==> config.mk <==
export PLATFORM = sky130hd
export DESIGN_NAME = dht11_read_scheduler
export DESIGN_NICKNAME = d
export VERILOG_FILES = /design/src/rtl/dht11_read_scheduler.sv
export SDC_FILE = /design/constraint.sdc
export NUM_CORES = 1
export LEC_CHECK = 0
export ABC_CLOCK_PERIOD_IN_PS = 5900
export CORE_UTILIZATION = 50
export CTS_BUF_LIST = sky130_fd_sc_hd__clkbuf_2
export CTS_CLUSTER_SIZE = 24
export DETAILED_ROUTE_END_ITERATION = 7
export PLACE_DENSITY_LB_ADDON = 0.1
export REMOVE_ABC_BUFFERS = 1
export SYNTH_ARGS = -nofsm -noshare
export SYNTH_HDL_FRONTEND = slang
export SYNTH_SLANG_ARGS = --single-unit
==> constraint.sdc <==
create_clock -name clk_i -period 5.9 [get_ports clk_i]
set_input_delay 1.18 -clock clk_i [delete_from_list [all_inputs] [get_ports clk_i]]
set_output_delay 1.18 -clock clk_i [all_outputs]
set_load 0.01 [all_outputs]
==> src/rtl/dht11_read_scheduler.sv <==
// DHT11 read sequencer: periodic or forced reads, per-read timeout, retry backoff, sticky fault.
// Define DHT11_SCHED_MINMAX_EN to track the running min/max of good temperatures.
module dht11_read_scheduler #(
  parameter int POLL_PERIOD = 250000000,
  parameter int TIMEOUT     = 1250000,
  parameter int RETRY_GAP   = 125000000,
  parameter int MAX_RETRY   = 3
) (
  input  logic                             clk_i,
  input  logic                             rst_i,
  input  logic                             enable_i,
  input  logic                             force_read_i,
  output logic                             rd_start_o,
  input  logic                             rd_busy_i,
  input  logic                             rd_done_i,
  input  logic                             rd_valid_i,
  input  logic [15:0]                      rd_humidity_i,
  input  logic [15:0]                      rd_temperature_i,
  output logic [15:0]                      humidity_o,
  output logic [15:0]                      temperature_o,
  output logic                             data_fresh_o,
  output logic                             sensor_fault_o,
  output logic [$clog2(MAX_RETRY+1)-1:0]   retry_cnt_o,
  output logic [15:0]                      temp_min_o,
  output logic [15:0]                      temp_max_o,
  output logic [2:0]                       state_o
);

  localparam int RW      = $clog2(MAX_RETRY + 1);
  localparam int TMR_MAX = (POLL_PERIOD > TIMEOUT) ?
                           ((POLL_PERIOD > RETRY_GAP) ? POLL_PERIOD : RETRY_GAP) :
                           ((TIMEOUT > RETRY_GAP) ? TIMEOUT : RETRY_GAP);
  localparam int TW      = $clog2(TMR_MAX + 1);

  localparam logic [TW-1:0] POLL_LAST  = TW'(POLL_PERIOD - 1);
  localparam logic [TW-1:0] TO_LAST    = TW'(TIMEOUT - 1);
  localparam logic [TW-1:0] GAP_LAST   = TW'(RETRY_GAP - 1);
  localparam logic [RW-1:0] RETRY_LAST = RW'(MAX_RETRY);

  typedef enum logic [2:0] {
    S_IDLE    = 3'd0,
    S_START   = 3'd1,
    S_WAIT    = 3'd2,
    S_CHECK   = 3'd3,
    S_BACKOFF = 3'd4
  } state_t;

  state_t          state_q, state_d;
  logic [TW-1:0]   tmr_q, tmr_d;
  logic            lat_valid_q, lat_valid_d;
  logic [15:0]     lat_hum_q, lat_hum_d;
  logic [15:0]     lat_temp_q, lat_temp_d;
  logic            rd_start_q, rd_start_d;
  logic [15:0]     hum_q, hum_d;
  logic [15:0]     temp_q, temp_d;
  logic            fresh_q, fresh_d;
  logic            fault_q, fault_d;
  logic [RW-1:0]   retry_q, retry_d;

  always_ff @(posedge clk_i) begin
    if (rst_i) begin
      state_q     <= S_IDLE;
      tmr_q       <= '0;
      lat_valid_q <= 1'b0;
      lat_hum_q   <= '0;
      lat_temp_q  <= '0;
      rd_start_q  <= 1'b0;
      hum_q       <= '0;
      temp_q      <= '0;
      fresh_q     <= 1'b0;
      fault_q     <= 1'b0;
      retry_q     <= '0;
    end else begin
      state_q     <= state_d;
      tmr_q       <= tmr_d;
      lat_valid_q <= lat_valid_d;
      lat_hum_q   <= lat_hum_d;
      lat_temp_q  <= lat_temp_d;
      rd_start_q  <= rd_start_d;
      hum_q       <= hum_d;
      temp_q      <= temp_d;
      fresh_q     <= fresh_d;
      fault_q     <= fault_d;
      retry_q     <= retry_d;
    end
  end

  always_comb begin
    state_d = state_q;
    case (state_q)
      S_IDLE:    if (enable_i && (force_read_i || tmr_q == POLL_LAST)) state_d = S_START;
      S_START:   if (!rd_busy_i) state_d = S_WAIT;
      S_WAIT:    if (rd_done_i || tmr_q == TO_LAST) state_d = S_CHECK;
      S_CHECK:   state_d = (!lat_valid_q && retry_q != RETRY_LAST) ? S_BACKOFF : S_IDLE;
      S_BACKOFF: if (tmr_q == GAP_LAST) state_d = S_START;
      default:   state_d = S_IDLE;
    endcase
  end

  // One timer serves poll period, read timeout and backoff; it restarts on every state change.
  always_comb begin
    tmr_d = (state_d != state_q) ? '0 : tmr_q + 1'b1;
    if (state_q == S_IDLE && !enable_i) tmr_d = '0;

    rd_start_d = (state_q == S_START) && !rd_busy_i;

    lat_valid_d = lat_valid_q;
    lat_hum_d   = lat_hum_q;
    lat_temp_d  = lat_temp_q;
    if (state_q == S_WAIT) begin
      if (rd_done_i) begin
        lat_valid_d = rd_valid_i;
        lat_hum_d   = rd_humidity_i;
        lat_temp_d  = rd_temperature_i;
      end else if (tmr_q == TO_LAST) begin
        lat_valid_d = 1'b0;
      end
    end

    hum_d   = hum_q;
    temp_d  = temp_q;
    fresh_d = 1'b0;
    fault_d = fault_q;
    retry_d = retry_q;
    if (state_q == S_CHECK) begin
      if (lat_valid_q) begin
        hum_d   = lat_hum_q;
        temp_d  = lat_temp_q;
        fresh_d = 1'b1;
        fault_d = 1'b0;
        retry_d = '0;
      end else if (retry_q != RETRY_LAST) begin
        retry_d = retry_q + 1'b1;
      end else begin
        fault_d = 1'b1;
        retry_d = '0;
      end
    end
  end

`ifdef DHT11_SCHED_MINMAX_EN
  logic [15:0] tmin_q, tmax_q;
  logic        seen_q;
  always_ff @(posedge clk_i) begin
    if (rst_i) begin
      tmin_q <= '0;
      tmax_q <= '0;
      seen_q <= 1'b0;
    end else if (state_q == S_CHECK && lat_valid_q) begin
      if (!seen_q || lat_temp_q < tmin_q) tmin_q <= lat_temp_q;
      if (!seen_q || lat_temp_q > tmax_q) tmax_q <= lat_temp_q;
      seen_q <= 1'b1;
    end
  end
  assign temp_min_o = tmin_q;
  assign temp_max_o = tmax_q;
`else
  assign temp_min_o = '0;
  assign temp_max_o = '0;
`endif

  assign rd_start_o     = rd_start_q;
  assign humidity_o     = hum_q;
  assign temperature_o  = temp_q;
  assign data_fresh_o   = fresh_q;
  assign sensor_fault_o = fault_q;
  assign retry_cnt_o    = retry_q;
  assign state_o        = state_q;

endmodule

# Word level (Yosys, flattened, before mapping)
# Index checks and enable logic that the tools add are counted.
# Widths: inputs -> output; s select.
[word_totals]
regBits = 101
input_bits = 39
out_inout_bits = 72
wordCells = 54
[classes]
add_sub_neg = 2
n_eq_ne = 10
n_mux = 13
n_bitwise = 1
reduce_logical = 17
[ops]
columns = ["operator", "n"]
rows = [
  ["$add 28x1->28 const B", 1],
  ["$eq 28x21->1 const B", 1],
  ["$eq 28x27->1 const B", 1],
  ["$eq 28x28->1 const B", 1],
  ["$mux 3", 5],
  ["$pmux 3 s5", 1],
  ["$reduce_and 2->1", 4],
  ["$eq 3x2->1 const B", 2],
  ["$mux 1", 5],
  ["$logic_and 1x1->1", 4],
  ["$mux 2", 2],
  ["$ne 2x2->1 const B", 2],
  ["$eq 3x1->1 const B", 1],
  ["$eq 3x3->1 const B", 1],
  ["$logic_not 1->1", 3],
  ["$logic_not 3->1", 1],
  ["$ne 3x3->1", 1],
  ["$reduce_or 3->1", 1],
  ["$add 2x1->2 const B", 1],
  ["$logic_or 1x1->1", 2],
  ["$reduce_bool 2->1", 1],
  ["$reduce_or 2->1", 1],
  ["$not 1->1", 1],
]

# Logic depth before layout (Yosys ltp)
[logic_depth]
ltp_word = 7
mapped_depth = 7
mapped_depth_nobuf = 6

# Least setup slack after synthesis
# OpenSTA, ideal clock, no wires.
[synth_path]
kind = "input-to-reg"
from = "in rd_busy_i"
to = "reg tmr_q[19]"
setup_ps = 117
t_arrival_ps = 2097
required_time_ps = 5783
slack_ps = 3686
stages = 6
path_buffers = 1
path_cell_list = "nand3b_1 > a21oi_1 > o21ai_1 > o22ai_4 > buf_4 > nor3_1"
[synth_via]
elab_chain_cells = 4
[synth_rtl]
columns = ["element", "line", "text"]
rows = [
  ["from (decl)", "14", "input logic rd_busy_i,"],
  ["$mux 3", "92", "S_START: if (!rd_busy_i) state_d = S_WAIT;"],
  ["$pmux 3 s5", "90", "case (state_q)"],
  ["$ne 3x3->1", "102", "tmr_d = (state_d != state_q) ? '0 : tmr_q + 1'b1;"],
  ["$reduce_or 3->1 (no source line)", "n/a", ""],
  ["to (signal assigned)", "75", "tmr_q <= tmr_d;"],
  ["to (decl)", "49", "logic [TW-1:0] tmr_q, tmr_d;"],
]
# No other way between the ends.
# A chain may end at the register's enable or synchronous reset.

# Worst setup path in the final report
[layout_path]
from = "reg state_q[2] (netlist: state_o[2])"
to = "out state_o[2]"
[layout_lines]
columns = ["element", "line", "text"]
rows = [
  ["from (decl)", "48", "state_t state_q, state_d;"],
  ["from (signal assigned)", "74", "state_q <= state_d;"],
  ["to (decl)", "26", "output logic [2:0] state_o"],
]
# No word-level cell between the ends.

==> metrics <==
hold path cells=2; Placed Cells=just over 600; die height=around 94 um; cell chain of the critical path=clkdlybuf4s50_1; drc violations=0; Hold Startpoint=lat_temp_q[1]$_SDFFE_PP0P_; final weighted congestion in routability-driven placement=between 0.8 and 0.9; wire length of the first global-routing pass=roughly 15000 um; area grow syn2layout=19.30%; number of clock buffers inserted by TritonCTS=9; sum of internal, switching and leakage power=1.076 mW; Reg power frac=roughly 65%; placement row count=33; routed length per placed instance=14.17 um; floorplan die width=around 94 um; number of synthesized register bits=~100; share of layout cells above drive strength 1=6.942%; total half-perimeter wirelength after legalization and detailed placement=6298 um; starting density of the core=between 50% and 60%; worst reg2reg setup slack=3.56 ns; status=finished, final reports clean; number of synthesized flops with an enable pin=0; Max transition margin=approximately 18%; pin count of the biggest net entering global routing=34; endpoint of the most critical register-to-register path=tmr_q[24]$_SDFF_PP0_; Buffers on Ports=between 70 and 80; number of synthesis warnings=0; share of total power in the clock network=between 20% and 30%; cell area power density=approximately 210 nW/um^2; cell area after layout=5082 um^2; final critical path time including I/O delays and setup=~3 ns; Power Internal=just under 0.8 mW; quantity of gates resized following cts=0; TritonCTS Sinks=between 100 and 150; Post-Layout Cell Count=roughly 640; setup tns final=0 ns; worst path arrival time=1.81 ns; clock tree from TritonCTS=built; transition time at the pin with the least slew margin=roughly 1.2 ns; total detailed-routing wirelength=9041 um; Routed met2 length=~4300 um; worst setup skew after layout=between 0.03 and 0.04 ns; initial antenna violation count=0; share of the yosys chip area belonging to registers=around 47%; Primary FF master, synth=sky130_fd_sc_hd__dfxtp_1; post-CTS repair timing setup buffer count=0; Floorplan Core Area=a little over 8000 um^2; GRT Total Usage=between 20% and 30%; first-pass detailed-route iteration total=4; Worst EP required=4.72 ns; antenna cells=0; Max Cap Viol=0; number of design-rule violations left by the first detailed-router iteration=approximately 150; hold violation total from the final report=0; cell area after placement=4967 um^2; Vias per Instance=5.273; uppermost layer routed=met4; cell depth of the worst flop-to-flop path=6; die footprint=between 8000 and 9000 um^2; vias in the first global route=approximately 3.1k; gate count of the mapped netlist=roughly 460; static leakage power=approximately 1.8 nW; count of H-tree levels built during CTS=3; proportion of power drawn by combinational gates=under 10%; NumNets Final=~570; Synth Cell Area=4260 um^2; kind of cell adding the most delay to the critical path=flip-flops; worst-path fanout max=13; Achievable Freq=between 0.3 and 0.4 GHz; Reg2Reg Launch Point=tmr_q[0]$_SDFF_PP0_; proportion of synthesized flip-flops having asynchronous set or reset=0%; total number of vias=about 3.4k; Routed met3 length=approximately 380 um; nature of the critical path startpoint=register; count of nets left with antenna violations after detail routing=0; RSZ-0062 raised after global routing=no; final global-route overflow total=0; Mean Syn Cell Area=between 9 and 10 um^2; worst hold-check path type=register to register; slowest cell on the critical path=sky130_fd_sc_hd__dfxtp_1; Top Ports=~110; fraction of power spent switching nets=between 20% and 30%; Largest stage delay, worst path=around 0.65 ns; CTS Hold Buffers Added=0; root buffer cell=sky130_fd_sc_hd__clkbuf_2; hold path endpoint=lat_temp_q[1]$_SDFFE_PP0P_; capturing element type of the critical path=output pin; number of pins exceeding their max-slew limit in the final report=0; post-route fraction of the period consumed by the critical path=between 50% and 60%; Clock Latency Late Sink=approximately 0.56 ns; count of endpoints failing setup in the final report=0; clock transition time at the flip-flop clock pins of the worst setup and hold paths=0.31 ns; WP buf/inv=1; maximum clock path buffer count=2; post-synth cell types=48; P_sw=~0.29 mW; Critical Setup Path Class=register to output pin; VDD IR-drop max=between 0.00009 and 0.0001 V; wire length on met1=between 4000 and 5000 um
[cells in the mapped netlist, types with 2 or more instances]
| library cell | n | area, um^2 |
|---|---|---|
| sky130_fd_sc_hd__dfxtp_1 | 101 | 2022 |
| sky130_fd_sc_hd__nand2_1 | 76 | 285.3 |
| sky130_fd_sc_hd__a21oi_1 | 38 | 190.2 |
| sky130_fd_sc_hd__buf_4 | 36 | 270.3 |
| sky130_fd_sc_hd__a22o_1 | 32 | 280.3 |
| sky130_fd_sc_hd__nor3_1 | 31 | 155.2 |
| sky130_fd_sc_hd__xnor2_1 | 17 | 148.9 |
| sky130_fd_sc_hd__nor2_1 | 16 | 60.06 |
| sky130_fd_sc_hd__clkbuf_1 | 14 | 52.55 |
| sky130_fd_sc_hd__nand3_1 | 10 | 50.05 |
| sky130_fd_sc_hd__nand4_1 | 10 | 62.56 |
| sky130_fd_sc_hd__xor2_1 | 10 | 87.58 |
| sky130_fd_sc_hd__nor4_1 | 9 | 56.30 |
| sky130_fd_sc_hd__buf_2 | 7 | 35.03 |
| sky130_fd_sc_hd__inv_1 | 4 | 15.01 |
| sky130_fd_sc_hd__nand3b_1 | 4 | 30.03 |
| sky130_fd_sc_hd__and2_1 | 3 | 18.77 |
| sky130_fd_sc_hd__nand4b_1 | 3 | 26.28 |
| sky130_fd_sc_hd__nor4_4 | 3 | 63.81 |
| sky130_fd_sc_hd__and3b_1 | 2 | 17.52 |
| sky130_fd_sc_hd__and4b_1 | 2 | 20.02 |
| sky130_fd_sc_hd__ha_1 | 2 | 25.02 |
| sky130_fd_sc_hd__nand2b_1 | 2 | 12.51 |
| sky130_fd_sc_hd__nor2b_1 | 2 | 12.51 |
| sky130_fd_sc_hd__nor3_2 | 2 | 20.02 |
| sky130_fd_sc_hd__o21ai_0 | 2 | 10.01 |
| sky130_fd_sc_hd__or4_4 | 2 | 22.52 |
[final cells by class]
type                    instances  area (um^2)
fillers                       749         3134
flip-flops and latches        101         2022
clock inverters                 7        70.07
repair buffers                 82        810.8
multi-input cells             330         1988
clock buffers                   9        45.04
inverters                       4        15.01
well taps                     105        131.4
[sequential cells by signal (all words and copies together) (netlist names)]
signal	flops
data_fresh_o	1
humidity_o	16
lat_hum_q	16
lat_temp_q	16
lat_valid_q	1
rd_start_o	1
retry_cnt_o	2
sensor_fault_o	1
state_o	3
temperature_o	16
tmr_q	28
[metrics by stage]
stage                     utilization (%)  worst slack, ns  hold slack [ns]
after detailed placement            60.45            2.521           0.4465
after CTS                           61.85            2.876           0.4742
final                               61.85            2.914           0.4722
after global routing                61.85            2.795           0.4898
after floorplan                         -            3.128           0.4300
after global placement              60.45            2.603           0.4412
[power by group through the flow]
stage	logic [mW]	registers (mW)	clock network (mW)
finish	0.0722	0.694	0.310
global route	0.0789	0.695	0.346
CTS	0.0725	0.694	0.321
detailed placement	0.0720	0.705	0
global placement	0.0717	0.705	0
floorplan	0.0306	0.705	0
[cell families after synthesis]
logic type,Yosys count,share of synthesized area (%)
fa+ha+maj,2,0.5873
flops,101,47.46
simple gates,189,24.44
xor+xnor,27,5.551
buf+inv,61,8.752
compound gates,80,13.13
other cells,1,0.08802
[metal layers]
metal / vias to the layer above / GRT usage (%)
met2: 76 / 35.99
met4: 0 / 7.308
li1: 1694 / -
met1: 1585 / 26.33
met3: 9 / 3.317
met5: - / 0
[cells in the final DEF (no fill, tap or decap), types with 2 or more instances in the layout]
cell,instances
sky130_fd_sc_hd__dfxtp_1,101
sky130_fd_sc_hd__clkdlybuf4s50_1,78
sky130_fd_sc_hd__nand2_1,76
sky130_fd_sc_hd__a21oi_1,37
sky130_fd_sc_hd__a22o_1,32
sky130_fd_sc_hd__conb_1,32
sky130_fd_sc_hd__nor3_1,31
sky130_fd_sc_hd__xnor2_1,17
sky130_fd_sc_hd__nor2_1,15
sky130_fd_sc_hd__nand4_1,10
sky130_fd_sc_hd__nand3_1,10
sky130_fd_sc_hd__xor2_1,10
sky130_fd_sc_hd__nor4_1,9
sky130_fd_sc_hd__clkbuf_2,9
sky130_fd_sc_hd__nand3b_1,4
sky130_fd_sc_hd__inv_1,4
sky130_fd_sc_hd__buf_4,4
sky130_fd_sc_hd__and2_1,3
sky130_fd_sc_hd__nand4b_1,3
sky130_fd_sc_hd__nor4_4,3
sky130_fd_sc_hd__clkinv_4,3
sky130_fd_sc_hd__nor2b_1,2
sky130_fd_sc_hd__and3b_1,2
sky130_fd_sc_hd__and4b_1,2
sky130_fd_sc_hd__nand2b_1,2
sky130_fd_sc_hd__o21ai_0,2
sky130_fd_sc_hd__or4_4,2
sky130_fd_sc_hd__nor3_2,2
sky130_fd_sc_hd__ha_1,2
[worst max path at each step]
stage                                     start  cells after the start                            end
after floorplan                           rst_i                      2     humidity_o[0]$_SDFFE_PP0P_
after global placement                    rst_i                      4     humidity_o[1]$_SDFFE_PP0P_
after detailed placement                  rst_i                      4  temperature_o[1]$_SDFFE_PP0P_
after CTS                 state_o[2]$_SDFF_PP0_                      1                     state_o[2]
after global routing      state_o[0]$_SDFF_PP0_                      1                     state_o[0]
final                     state_o[2]$_SDFF_PP0_                      1                     state_o[2]
Note: power is estimated with default switching activity, not from simulation.
